--- src/rtl/mem_access_unit.sv ---
// mem_access_unit: RV32I/RV64I load/store unit between the MEM stage and a handshaked data bus.
// Optional feature: define LSU_MISALIGNED_EN to perform misaligned accesses in one or two beats.
module mem_access_unit #(
    parameter int XLEN        = 32,
    parameter int ADDR_W      = 32,
    parameter int TIMEOUT_CYC = 255
) (
    input  logic              clk,
    input  logic              rst,
    input  logic              req_valid,
    output logic              req_ready,
    input  logic              req_we,
    input  logic [2:0]        req_funct3,
    input  logic [ADDR_W-1:0] req_addr,
    input  logic [XLEN-1:0]   req_wdata,
    output logic              rsp_valid,
    output logic [XLEN-1:0]   rsp_rdata,
    output logic              rsp_err,
    output logic              rsp_misaligned,
    output logic              busy,
    output logic              mem_req,
    output logic              mem_we,
    output logic [ADDR_W-1:0] mem_addr,
    output logic [XLEN-1:0]   mem_wdata,
    output logic [XLEN/8-1:0] mem_be,
    input  logic              mem_ack,
    input  logic [XLEN-1:0]   mem_rdata,
    input  logic              mem_err
);
    localparam int NB   = XLEN / 8;
    localparam int OFFW = $clog2(NB);
    localparam int CNTW = (TIMEOUT_CYC > 1) ? $clog2(TIMEOUT_CYC + 1) : 1;
    localparam logic [CNTW-1:0] CNT_LAST = CNTW'((TIMEOUT_CYC > 0) ? TIMEOUT_CYC - 1 : 0);
    localparam bit TMO_EN = (TIMEOUT_CYC > 0);
`ifdef LSU_MISALIGNED_EN
    localparam bit MIS_EN = 1'b1;
`else
    localparam bit MIS_EN = 1'b0;
`endif

    typedef enum logic [1:0] {IDLE, BEAT0, BEAT1, RESP} state_t;
    state_t state, state_next;

    logic              we_q;
    logic [2:0]        f3_q;
    logic [OFFW-1:0]   off_q;
    logic              split_q;
    logic [NB-1:0]     be_hi_q;
    logic [XLEN-1:0]   wd_hi_q;
    logic [XLEN-1:0]   lo_q;
    logic [CNTW-1:0]   cnt;

    logic              accept;
    logic              illegal;
    logic              misal;
    logic              trap;
    logic              split;
    logic [2:0]        lowmask;
    logic [NB-1:0]     szmask;
    logic [XLEN-1:0]   wmask;
    logic [2*NB-1:0]   be2;
    logic [2*XLEN-1:0] wd2;
    logic [ADDR_W-1:0] word_addr;
    logic              tmo_fire;
    logic              beat_done;
    logic              beat_split;
    logic [2*XLEN-1:0] rd2;
    logic [XLEN-1:0]   ld_val;

    // Sign- or zero-extend the low (8 << f3[1:0]) bits of raw to XLEN.
    function automatic logic [XLEN-1:0] extend(input logic [XLEN-1:0] raw, input logic [2:0] f3);
        int sh;
        logic [XLEN-1:0] t;
        sh = XLEN - (8 << f3[1:0]);
        if (sh < 0) sh = 0;
        t = raw << sh;
        if (f3[2]) return t >> sh;
        return XLEN'($signed(t) >>> sh);
    endfunction

    // Decode the incoming request: legality, alignment and lane steering over two words.
    always_comb begin
        illegal = (req_funct3 == 3'b111) || (req_we && req_funct3[2]);
        if (XLEN == 32 && (req_funct3[1:0] == 2'b11 || req_funct3 == 3'b110))
            illegal = 1'b1;
        lowmask = '0;
        szmask  = '0;
        unique case (req_funct3[1:0])
            2'b00: begin lowmask = 3'b000; szmask = NB'(8'h01); end
            2'b01: begin lowmask = 3'b001; szmask = NB'(8'h03); end
            2'b10: begin lowmask = 3'b011; szmask = NB'(8'h0F); end
            2'b11: begin lowmask = 3'b111; szmask = NB'(8'hFF); end
        endcase
        misal = |(req_addr[2:0] & lowmask);
        trap  = misal & ~MIS_EN;
        wmask = '0;
        for (int i = 0; i < NB; i++) wmask[8*i +: 8] = {8{szmask[i]}};
        be2 = {{NB{1'b0}}, szmask} << req_addr[OFFW-1:0];
        wd2 = {{XLEN{1'b0}}, req_wdata & wmask} << {req_addr[OFFW-1:0], 3'b000};
        split = |be2[2*NB-1:NB];
        word_addr = {req_addr[ADDR_W-1:OFFW], {OFFW{1'b0}}};
    end

    // State register.
    always_ff @(posedge clk) begin
        if (rst) state <= IDLE;
        else     state <= state_next;
    end

    // Next-state logic and handshake outputs.
    always_comb begin
        state_next = state;
        req_ready  = 1'b0;
        mem_req    = 1'b0;
        rsp_valid  = 1'b0;
        busy       = (state != IDLE);
        accept     = 1'b0;
        beat_done  = 1'b0;
        beat_split = 1'b0;
        tmo_fire   = 1'b0;
        unique case (state)
            IDLE: begin
                req_ready = ~rst;
                accept    = req_valid & ~rst;
                if (accept) state_next = (illegal || trap) ? RESP : BEAT0;
            end
            BEAT0, BEAT1: begin
                mem_req = 1'b1;
                if (mem_ack) begin
                    if (state == BEAT0 && split_q && !mem_err) begin
                        beat_split = 1'b1;
                        state_next = BEAT1;
                    end else begin
                        beat_done  = 1'b1;
                        state_next = RESP;
                    end
                end else if (TMO_EN && cnt == CNT_LAST) begin
                    tmo_fire   = 1'b1;
                    state_next = RESP;
                end
            end
            RESP: begin
                rsp_valid  = 1'b1;
                state_next = IDLE;
            end
            default: state_next = IDLE;
        endcase
    end

    // Assemble the addressed bytes from one or two read beats and extend them.
    always_comb begin
        rd2    = (state == BEAT1) ? {mem_rdata, lo_q} : {{XLEN{1'b0}}, mem_rdata};
        ld_val = extend(XLEN'(rd2 >> {off_q, 3'b000}), f3_q);
    end

    // Request capture, beat sequencing, timeout counting and response formatting.
    always_ff @(posedge clk) begin
        if (rst) begin
            we_q           <= 1'b0;
            f3_q           <= '0;
            off_q          <= '0;
            split_q        <= 1'b0;
            be_hi_q        <= '0;
            wd_hi_q        <= '0;
            lo_q           <= '0;
            cnt            <= '0;
            mem_we         <= 1'b0;
            mem_addr       <= '0;
            mem_wdata      <= '0;
            mem_be         <= '0;
            rsp_rdata      <= '0;
            rsp_err        <= 1'b0;
            rsp_misaligned <= 1'b0;
        end else begin
            if (accept) begin
                we_q      <= req_we;
                f3_q      <= req_funct3;
                off_q     <= req_addr[OFFW-1:0];
                split_q   <= split;
                be_hi_q   <= be2[2*NB-1:NB];
                wd_hi_q   <= req_we ? wd2[2*XLEN-1:XLEN] : '0;
                mem_we    <= req_we;
                mem_addr  <= word_addr;
                mem_be    <= be2[NB-1:0];
                mem_wdata <= req_we ? wd2[XLEN-1:0] : '0;
                cnt       <= '0;
                if (illegal || trap) begin
                    rsp_rdata      <= '0;
                    rsp_err        <= illegal;
                    rsp_misaligned <= ~illegal;
                end
            end
            if (mem_req) cnt <= mem_ack ? '0 : cnt + CNTW'(1);
            if (beat_split) begin
                lo_q      <= mem_rdata;
                mem_addr  <= mem_addr + ADDR_W'(NB);
                mem_be    <= be_hi_q;
                mem_wdata <= wd_hi_q;
            end
            if (beat_done) begin
                rsp_err        <= mem_err;
                rsp_misaligned <= 1'b0;
                rsp_rdata      <= (we_q || mem_err) ? '0 : ld_val;
            end
            if (tmo_fire) begin
                rsp_err        <= 1'b1;
                rsp_misaligned <= 1'b0;
                rsp_rdata      <= '0;
            end
        end
    end
endmodule

--- config.mk ---
export PLATFORM = sky130hd
export DESIGN_NAME = mem_access_unit
export DESIGN_NICKNAME = d
export VERILOG_FILES = /design/src/rtl/mem_access_unit.sv
export SDC_FILE = /design/constraint.sdc
export NUM_CORES = 1
export LEC_CHECK = 0
export BUFFER_PORTS_ARGS = -buffer_cell sky130_fd_sc_hd__buf_2
export CAP_MARGIN = 20
export CORE_ASPECT_RATIO = 1.5
export CORE_MARGIN = 8
export CORE_UTILIZATION = 58
export CTS_BUF_LIST = sky130_fd_sc_hd__clkbuf_2
export DETAILED_ROUTE_END_ITERATION = 6
export PLACE_DENSITY = 0.88
export SLEW_MARGIN = 20
export SYNTH_ARGS = -nofsm -noshare
export SYNTH_HDL_FRONTEND = slang
export SYNTH_SLANG_ARGS = --single-unit
export TNS_END_PERCENT = 30
--- constraint.sdc ---
create_clock -name clk -period 5 [get_ports clk]
set_clock_uncertainty 0.05 [all_clocks]
set_input_delay 1 -clock clk [delete_from_list [all_inputs] [get_ports clk]]
set_output_delay 1 -clock clk [all_outputs]
set_load 0.02 [all_outputs]
==> results of run 1 <==
## metal layers
layer / part of all wire [%] / vias to the layer above / wire (um) / GRT usage (%)
li1: - / 4584 / - / -
met5: 0.039 / - / 12 / 0
met4: 7.3 / 2 / 2260 / 21.5
met2: 48 / 591 / 14800 / 48.9
met3: 8.6 / 145 / 2670 / 6.60
met1: 36 / 4623 / 11100 / 31.9
## flip-flops by register name, summed over array words and instances, names as in the netlist, 2 cells and up
| register | count |
|---|---|
| lo_q | 32 |
| mem_wdata | 32 |
| rsp_rdata | 32 |
| mem_addr | 30 |
| wd_hi_q | 24 |
| cnt | 8 |
| mem_be | 4 |
| be_hi_q | 3 |
| f3_q | 3 |
| off_q | 2 |
| state | 2 |
## worst max-delay path: stages, from the launching register on
cell	delay, ns
dfxtp_1	0.44
inv_1	0.08
ha_1	0.46
nand3b_2	0.24
or4_1	0.83
and4bb_1	0.66
a21oi_4	0.19
o211ai_1	0.16
## worst max path at each step
| stage | start | end | slack, ns | cells after the start |
|---|---|---|---|---|
| 4_1_cts | state[0] | rsp_rdata[31] | 1.88 | 7 |
| 2_1_floorplan | rst | req_ready | 1.98 | 4 |
| 6_report | state[0] | rsp_rdata[31] | 1.83 | 7 |
| 5_1_grt | state[0] | rsp_rdata[31] | 1.70 | 7 |
| 3_3_place_gp | rst | mem_addr[10] | 1.61 | 6 |
| 3_5_place_dp | rst | mem_addr[10] | 1.50 | 6 |
## layout by cell type, fill, tap and decap left out, types with 24 or more instances in the layout
cell	Yosys	layout
nor2_1	88	87
dfxtp_1	176	175
nand2_1	214	213
buf_2	7	208
a21oi_1	110	109
a22oi_1	33	33
a211oi_1	25	25
mux2_2	42	42
a31oi_1	35	35
nand3_1	50	50
nor3_1	24	24
o21ai_0	60	60
## logic make-up after synthesis
group | count (synthesis) | synth area share [%]
AND/OR/NAND/NOR | 471 | 23.6
other | 1 | 0.0405
buffers and inverters | 113 | 5.00
XOR/XNOR | 1 | 0.0947
flip-flops | 176 | 38.1
adder cells (fa/ha/maj) | 7 | 0.947
multiplexers | 66 | 8.11
AO/OA/AOI/OAI | 347 | 24.1
## layout make-up
cell class / count / area, sq um / area share (%)
Inverter: 14 / 52.6 / 0.500
Multi-Input combinational cell: 894 / 5300 / 50.4
Antenna cell: 5 / 12.5 / 0.119
Sequential cell: 176 / 3520 / 33.5
Tap cell: 203 / 254 / 2.42
Timing Repair Buffer: 219 / 1120 / 10.7
Clock inverter: 13 / 151 / 1.44
Clock buffer: 18 / 90.1 / 0.857
## power breakdown
group          internal [mW]  switching [mW]
Sequential              1.53           0.128
Clock                  0.242           0.537
Combinational          0.468           0.905
Total                   2.24            1.57
## metrics by stage
| step | cell area, sq um | worst slack (ns) |
|---|---|---|
| global placement | 10200 | 1.61 |
| global route | 10500 | 1.70 |
| detailed placement | 10200 | 1.50 |
| finish | 10500 | 1.83 |
| floorplan | 9260 | 1.98 |
| CTS | 10500 | 1.88 |
==> impl_metrics.yaml, run 1 <==
timing:
  whs_ns: 0.366
  maxSlewHeadroom_pct: 30.0
  drv_slew: 0
  period_share_pct: 63.4
  rsz0062_at_grt: "no"
  tightest_slew_ns: 1.05
  period_minus_slack_ns: 3.17
  final.setup.tns_ns: 0
  report.final.setup_viol: 0
  finalHoldViolCount: 0
  max_freq_mhz: 316
setup_path:
  r2r_end: "rsp_rdata[31]"
  critical_path_arrival_ns: 3.86
  crit_path_end_kind: "flop"
  reg2reg_from: "state[0]"
  required_ns: 5.69
  worstPathMaxFanout: 18
  r2r_slack_ns: 1.83
  r2r_cells: 7
  critPathLaunchType: "flop"
  worstSetupPathType: "reg2reg"
place:
  placedCellCount: 1506
  place_congestion: 1.03
  port-buffer-count: 209
  hpwl_um: 22300
global_route:
  grt_max_degree: 82
  grt_pass1_vias: 9316
  globalRouteOverflowTotal: 0
  grt_use_total_pct: 29.2
  antenna_found_initial: 2
  grt_pass1_wl_um: 47800
synth:
  synth.most_common_cell: "nand2_1"
  synth_cell_type_count: 69
  netlist_area_sq_um: 9250
  synth_top_area_cell: "dfxtp_1"
  synth_ff_type: "dfxtp_1"
  synth_top_area_share_pct: 38.1
  synth-seq-cells: 176
  yosys_warnings: 0
  ys_top_cells_by_count: "nand2_1 (214), dfxtp_1 (176), a21oi_1 (110)"
  synth.avg_cell_area_sq_um: 7.83
  seq_area_frac_synth_pct: 38.1
  synth_edf_count: 0
  synth-async-reset-ratio_pct: 0
  synth_area_leaders: "dfxtp_1 (38%), nand2_1 (8.7%), a21oi_1 (6.0%), mux2_2 (5.1%), nor2_1 (3.6%)"
  syn_inst: 1182
cts:
  hold_buffers: 0
  clkLatencyLatePin_ns: 0.80
  clk_pin_slew_ns: 0.26
  cts.repair.resized: 0
  post_cts_buffers: 0
  numCtsBuffers: 17
  cts_root_buffer: "clkbuf_2"
  cts_tree: "done"
  clock-sinks: 176
  cts_max_level: 4
  clockBufferDepth: 2
drt:
  via_count: 9945
  ant_nets: 0
  drc_errors: 0
  wl_per_cell_um: 20.1
  via_per_inst: 6.45
  wirelength_um: 30900
  dr.pass1.iters: 6
  drt_iter0_drc: 1156
floorplanning:
  ios: 212
  dieArea_sq_um: 20300
  die_x_um: 119
  die_h_um: 171
  start_util_pct: 59.2
  rows: 56
  core_sq_um: 15600
power_and_ir_drop:
  ir_drop_mv: 0.209
  p_leak_nw: 4.22
  powerDensity_nw_per_um2: 363
  total_power_mw: 3.81
min_path:
  min_path_type: "in2reg"
  holdPathStages: 3
  whs_endpoint: "mem_addr[20]"
  holdCritStartpoint: "req_addr[20]"
layout:
  drive_gt1_share_pct: 24.4
  layout.nets: 1434
  final_util_pct: 67.3
  final.fill_count: 1346
  stdcell_count: 1542
  syn2layout_area_growth_pct: 13.6
outcome:
  status: "complete, no violations"
flow_run:
  max-cap-violations: 0
(Power assumes the default switching activity.)
==> run 2, diff against run 1 <==
--- a/config.mk
+++ b/config.mk
@@ -9,10 +9,10 @@
 export CAP_MARGIN = 20
 export CORE_ASPECT_RATIO = 1.5
 export CORE_MARGIN = 8
-export CORE_UTILIZATION = 58
+export CORE_UTILIZATION = 51
 export CTS_BUF_LIST = sky130_fd_sc_hd__clkbuf_2
 export DETAILED_ROUTE_END_ITERATION = 6
-export PLACE_DENSITY = 0.88
+export PLACE_DENSITY = 0.82
 export SLEW_MARGIN = 20
 export SYNTH_ARGS = -nofsm -noshare
 export SYNTH_HDL_FRONTEND = slang
==> constraint.sdc (replaced) <==
create_clock -name clk -period 2.8 [get_ports clk]
set_clock_uncertainty 0.05 [all_clocks]
set_input_delay 0.56 -clock clk [delete_from_list [all_inputs] [get_ports clk]]
set_output_delay 0.56 -clock clk [all_outputs]
set_load 0.02 [all_outputs]
==> impl_metrics.yaml, run 2 (same netlist as run 1, synthesis figures left out) <==
drt:
  drc_errors: 0
  drt_iter0_drc: 1019
  via_per_inst: 6.21
  m1WireLength_um: 11600
  wl_met3_um: 2660
  via_count: 10300
  wl_per_cell_um: 20.0
  ant_nets: 0
  dr.pass1.iters: 5
  wl_met2_um: 16400
  top_layer_used: "met4"
  wirelength_um: 33100
layout:
  layout.nets: 1537
  syn2layout_area_growth_pct: 24.3
  reg_top3: "lo_q: 32 flops, mem_wdata: 32 flops, rsp_rdata: 32 flops"
  final.fill_count: 1556
  mostFrequentLayoutCell: "nand2_1"
  stdcell_count: 1657
  layout_common_cells: "nand2_1 (213), buf_2 (208), dfxtp_1 (175)"
  drive_gt1_share_pct: 24.3
setup_path:
  worstSetupPathType: "reg2reg"
  critical_path_buf_inv_count: 1
  max_stage_delay_ns: 0.75
  slowest_stage: "or4_1"
  crit_family: "simple AND/OR/NAND/NOR gates"
  worstPathMaxFanout: 18
  critPathLaunchType: "flop"
  critical_path_arrival_ns: 3.35
  required_ns: 3.49
  crit_path_cell_trace: "inv_1 > ha_1 > nand3b_2 > or4_1 > or2_0 > a211oi_1 > a211o_1"
  crit_path_end_kind: "flop"
cts:
  cts.repair.resized: 0
  cts_root_buffer: "clkbuf_2"
  cts_max_level: 4
  clockBufferDepth: 2
  clkLatencyLatePin_ns: 0.78
  numCtsBuffers: 17
  clk_pin_slew_ns: 0.27
  post_cts_buffers: 0
  clock-sinks: 176
  hold_buffers: 77
  cts_tree: "done"
floorplanning:
  die_x_um: 126
  rows: 60
  ios: 212
  start_util_pct: 51.8
  dieArea_sq_um: 22800
  core_sq_um: 17900
  die_h_um: 181
timing:
  maxSlewHeadroom_pct: 33.6
  tightest_slew_ns: 0.989
  whs_ns: 0.112
  report.final.setup_viol: 0
  finalHoldViolCount: 0
  max_freq_mhz: 376
  final.setup.tns_ns: 0
  rsz0062_at_grt: "no"
  period_share_pct: 94.9
  period_minus_slack_ns: 2.66
  drv_slew: 0
min_path:
  min_path_type: "in2reg"
place:
  port-buffer-count: 209
  place_congestion: 1.01
  placedCellCount: 1545
  hpwl_um: 23300
power_and_ir_drop:
  p_switching_mw: 2.91
  p_leak_nw: 4.67
  combinationalPowerShare_pct: 38.7
  pwr-share-clk_pct: 18.8
  ir_drop_mv: 0.367
  pwr-share-seq_pct: 42.6
  p_int_mw: 4.00
  p_sw_share_pct: 42.1
  powerDensity_nw_per_um2: 601
global_route:
  globalRouteOverflowTotal: 0
  grt_use_total_pct: 28.6
  grt_max_degree: 76
  antenna_found_initial: 2
  grt_pass1_wl_um: 52500
  grt_pass1_vias: 10100
outcome:
  status: "complete, no violations"
flow_run:
  max-cap-violations: 0
## run 2: cell types whose count changed in the layout (fill, tap and decap cells not counted), moves of 2 or more
| cell | change |
|---|---|
| buf_12 | +3 |
| buf_4 | +22 |
| diode_2 | -3 |
| dlygate4sd3_1 | +78 |
| clkinv_1 | +2 |
| bufinv_16 | -2 |
| clkinv_4 | -2 |
| inv_8 | +4 |
## run 2: worst paths after layout
path            start            end  slack [ns]  depth (start not counted)
min           mem_err        rsp_err        0.11                          3
max          state[0]  rsp_rdata[14]        0.14                          7
min reg2reg   lo_q[1]        lo_q[1]        0.42                          2
max reg2reg  state[0]  rsp_rdata[14]        0.14                          7
## run 2: per-stage QoR
step	setup slack (ns)	power, mW	instance area [sq um]	utilization, %
after floorplan	0.273	4.63	9260	-
after global placement	0.291	5.48	10500	58.7
after detailed placement	0.225	5.51	10500	58.7
after CTS	0.138	6.89	11500	64.3
after global routing	0.0125	7.28	11500	64.4
final	0.142	6.91	11500	64.4
## run 2: worst reg2reg max path: cells and delay by family (launching register included)
kind                     cells  cell delay [ns]
AO/OA/AOI/OAI                2             0.42
adder cells (fa/ha/maj)      1             0.32
buffers and inverters        1             0.08
flip-flops                   1             0.45
AND/OR/NAND/NOR              3             1.31
## run 2: per-layer routing
metal  GRT usage [%]  up-vias
met5               0        -
li1                -     4796
met1            29.5     4777
met3            6.96      146
met2            49.2      577
met4            21.5        0
## run 2: area by class of cell
class	count	area (sq um)	share of cell area (%)
Antenna cell	2	5.00	0.0435
Clock buffer	17	85.1	0.740
Clock inverter	15	139	1.21
Inverter	14	52.6	0.457
Multi-Input combinational cell	894	5290	46.0
Sequential cell	176	3520	30.6
Tap cell	217	272	2.36
Timing Repair Buffer	322	2130	18.5
## run 2: power by group through the flow
stage                     sequential, mW  clock (mW)  combinational [mW]
after CTS                           2.94        1.33                2.62
after global placement              2.98           0                2.50
after floorplan                     3.14           0                1.49
after global routing                2.97        1.45                2.86
final                               2.94        1.30                2.67
after detailed placement            2.98           0                2.53
==> run 3, diff against run 2 <==
--- a/config.mk
+++ b/config.mk
@@ -5,14 +5,15 @@
 export SDC_FILE = /design/constraint.sdc
 export NUM_CORES = 1
 export LEC_CHECK = 0
+export ABC_AREA = 1
 export BUFFER_PORTS_ARGS = -buffer_cell sky130_fd_sc_hd__buf_2
 export CAP_MARGIN = 20
 export CORE_ASPECT_RATIO = 1.5
 export CORE_MARGIN = 8
-export CORE_UTILIZATION = 51
+export CORE_UTILIZATION = 52
 export CTS_BUF_LIST = sky130_fd_sc_hd__clkbuf_2
 export DETAILED_ROUTE_END_ITERATION = 6
-export PLACE_DENSITY = 0.82
+export PLACE_DENSITY = 0.83
 export SLEW_MARGIN = 20
 export SYNTH_ARGS = -nofsm -noshare
 export SYNTH_HDL_FRONTEND = slang
==> impl_metrics.yaml, run 3 <==
global_route:
  grt_max_degree: 121
  grt_use_total_pct: 29.2
  top_usage_layer: "met2"
  grt_pass1_vias: 11200
  use_met1_pct: 32.8
  antenna_found_initial: 1
  globalRouteOverflowTotal: 0
  grt_pass1_wl_um: 55800
  grt_use_met3_pct: 4.93
  met2_usage_pct: 49.8
timing:
  whs_ns: 0.0583
  tightest_slew_ns: 1.01
  rsz0062_at_grt: "no"
  period_share_pct: 89.6
  period_minus_slack_ns: 2.51
  final.setup.tns_ns: 0
  finalHoldViolCount: 0
  max_freq_mhz: 399
  report.final.setup_viol: 0
  drv_slew: 0
  maxSlewHeadroom_pct: 32.9
  setup_slack_ns: 0.292
cts:
  cts_root_buffer: "clkbuf_2"
  clkLatencyLatePin_ns: 0.82
  clock-sinks: 176
  numCtsBuffers: 17
  clk_pin_slew_ns: 0.27
  cts_tree: "done"
  clockBufferDepth: 2
  cts.repair.resized: 0
  cts_max_level: 4
synth:
  synth_area_leaders: "dfxtp_1 (35%), nand2_1 (20%), a21oi_1 (7.1%), nand3_1 (6.4%), o21ai_0 (6.1%)"
  synth-async-reset-ratio_pct: 0
  netlist_area_sq_um: 9950
  yosys_warnings: 0
  synth-seq-cells: 176
  synth_ff_type: "dfxtp_1"
  synth_top_area_cell: "dfxtp_1"
  seq_area_frac_synth_pct: 35.4
  syn_inst: 1576
  synth_top_area_share_pct: 35.4
  ys_top_cells_by_count: "nand2_1 (520), dfxtp_1 (176), a21oi_1 (142)"
  synth_cell_type_count: 42
  synth_edf_count: 0
  synth.most_common_cell: "nand2_1"
  synth.avg_cell_area_sq_um: 6.31
layout:
  layout_common_cells: "nand2_1 (520), buf_2 (209), dfxtp_1 (176)"
  mostFrequentLayoutCell: "nand2_1"
  syn2layout_area_growth_pct: 19.9
  final_util_pct: 63.0
  final_area_sq_um: 11900
  stdcell_count: 2058
  reg_top3: "lo_q: 32 flops, mem_wdata: 32 flops, rsp_rdata: 32 flops"
  layout.nets: 1902
  drive_gt1_share_pct: 16.2
place:
  place_congestion: 0.985
  placedCellCount: 1967
  port-buffer-count: 209
  dpl_cell_area_sq_um: 11100
  hpwl_um: 25600
  pre_cts_ws_ns: 0.424
setup_path:
  critical_path_arrival_ns: 1.90
  required_ns: 2.19
  worstSetupPathType: "reg2out"
  crit_start: "state[0]"
  reg2reg_from: "state[0]"
  worstPathMaxFanout: 4
  critPathLaunchType: "flop"
  crit_path_end_kind: "output port"
drt:
  wl_per_cell_um: 17.1
  dr.pass1.iters: 5
  via_per_inst: 5.64
  wirelength_um: 35200
  ant_nets: 0
  drc_errors: 0
  drt_iter0_drc: 1266
  via_count: 11600
floorplanning:
  die_h_um: 185
  ios: 212
  die_x_um: 129
  core_sq_um: 18900
  start_util_pct: 52.5
  rows: 62
  dieArea_sq_um: 23900
min_path:
  holdCritStartpoint: "mem_ack"
  min_path_type: "in2reg"
power_and_ir_drop:
  total_power_mw: 7.00
  ir_drop_mv: 0.312
  powerDensity_nw_per_um2: 587
  p_leak_nw: 5.12
outcome:
  status: "complete, no violations"
flow_run:
  max-cap-violations: 0
[run 3: cell types whose count changed after synthesis, sizes merged, moves of 37 or more]
cell   before  now
nand3      50  127
mux2       42    0
buf        22   61
nor2       89  126
o21ai      61  128
nand2     224  524
inv        14  105
[run 3: where the power goes]
group	switching, mW	internal, mW
Sequential	0.187	2.70
Clock	0.982	0.428
Combinational	1.86	0.852
[run 3: timing repair]
action / CTS / global route
setup buffers: 0 / 0
hold buffers: 60 / 0
endpoints found under the hold margin: 59 / 0
[run 3: layout make-up]
type / instances / area [sq um]
fillers: 1845 / 7000
flip-flops and latches: 176 / 3520
clock buffers: 17 / 85.1
well taps: 256 / 320
multi-input cells: 1191 / 5560
clock inverters: 13 / 156
diodes: 1 / 2.50
inverters: 107 / 402
repair buffers: 297 / 1880
[run 3: per-layer routing]
metal  vias to the layer above  share of wire (%)
met5                         -                  0
met3                       132                6.5
li1                       5628                  -
met4                         0                5.9
met1                      5327                 39
met2                       526                 49
[run 3: logic make-up (layout without fill, tap and decap cells)]
| family | after synthesis | count (layout) | share of synthesized area [%] |
|---|---|---|---|
| AOI/OAI and AO/OA | 348 | 348 | 19.2 |
| xor gates and xnor gates | 5 | 5 | 0.440 |
| adders and majority gates | 7 | 7 | 0.881 |
| buffers and inverters | 210 | 434 | 8.86 |
| DFF | 176 | 176 | 35.4 |
| muxes | 4 | 4 | 0.403 |
| other | 1 | 3 | 0.0377 |
| and+or+nand+nor | 825 | 825 | 34.7 |
[run 3: worst paths after layout]
| kind | end | slack (ns) | depth (start not counted) |
|---|---|---|---|
| max reg2reg | wd_hi_q[23] | 0.38 | 10 |
| max | req_ready | 0.29 | 5 |
| min reg2reg | mem_wdata[17] | 0.43 | 2 |
| min | cnt[5] | 0.06 | 4 |
[run 3: worst max-delay path: stages (launching register included)]
cell and delay [ns]:
dfxtp_1 0.39, inv_1 0.10, ha_1 0.23, inv_1 0.11, nor2_1 0.11, buf_2 0.18
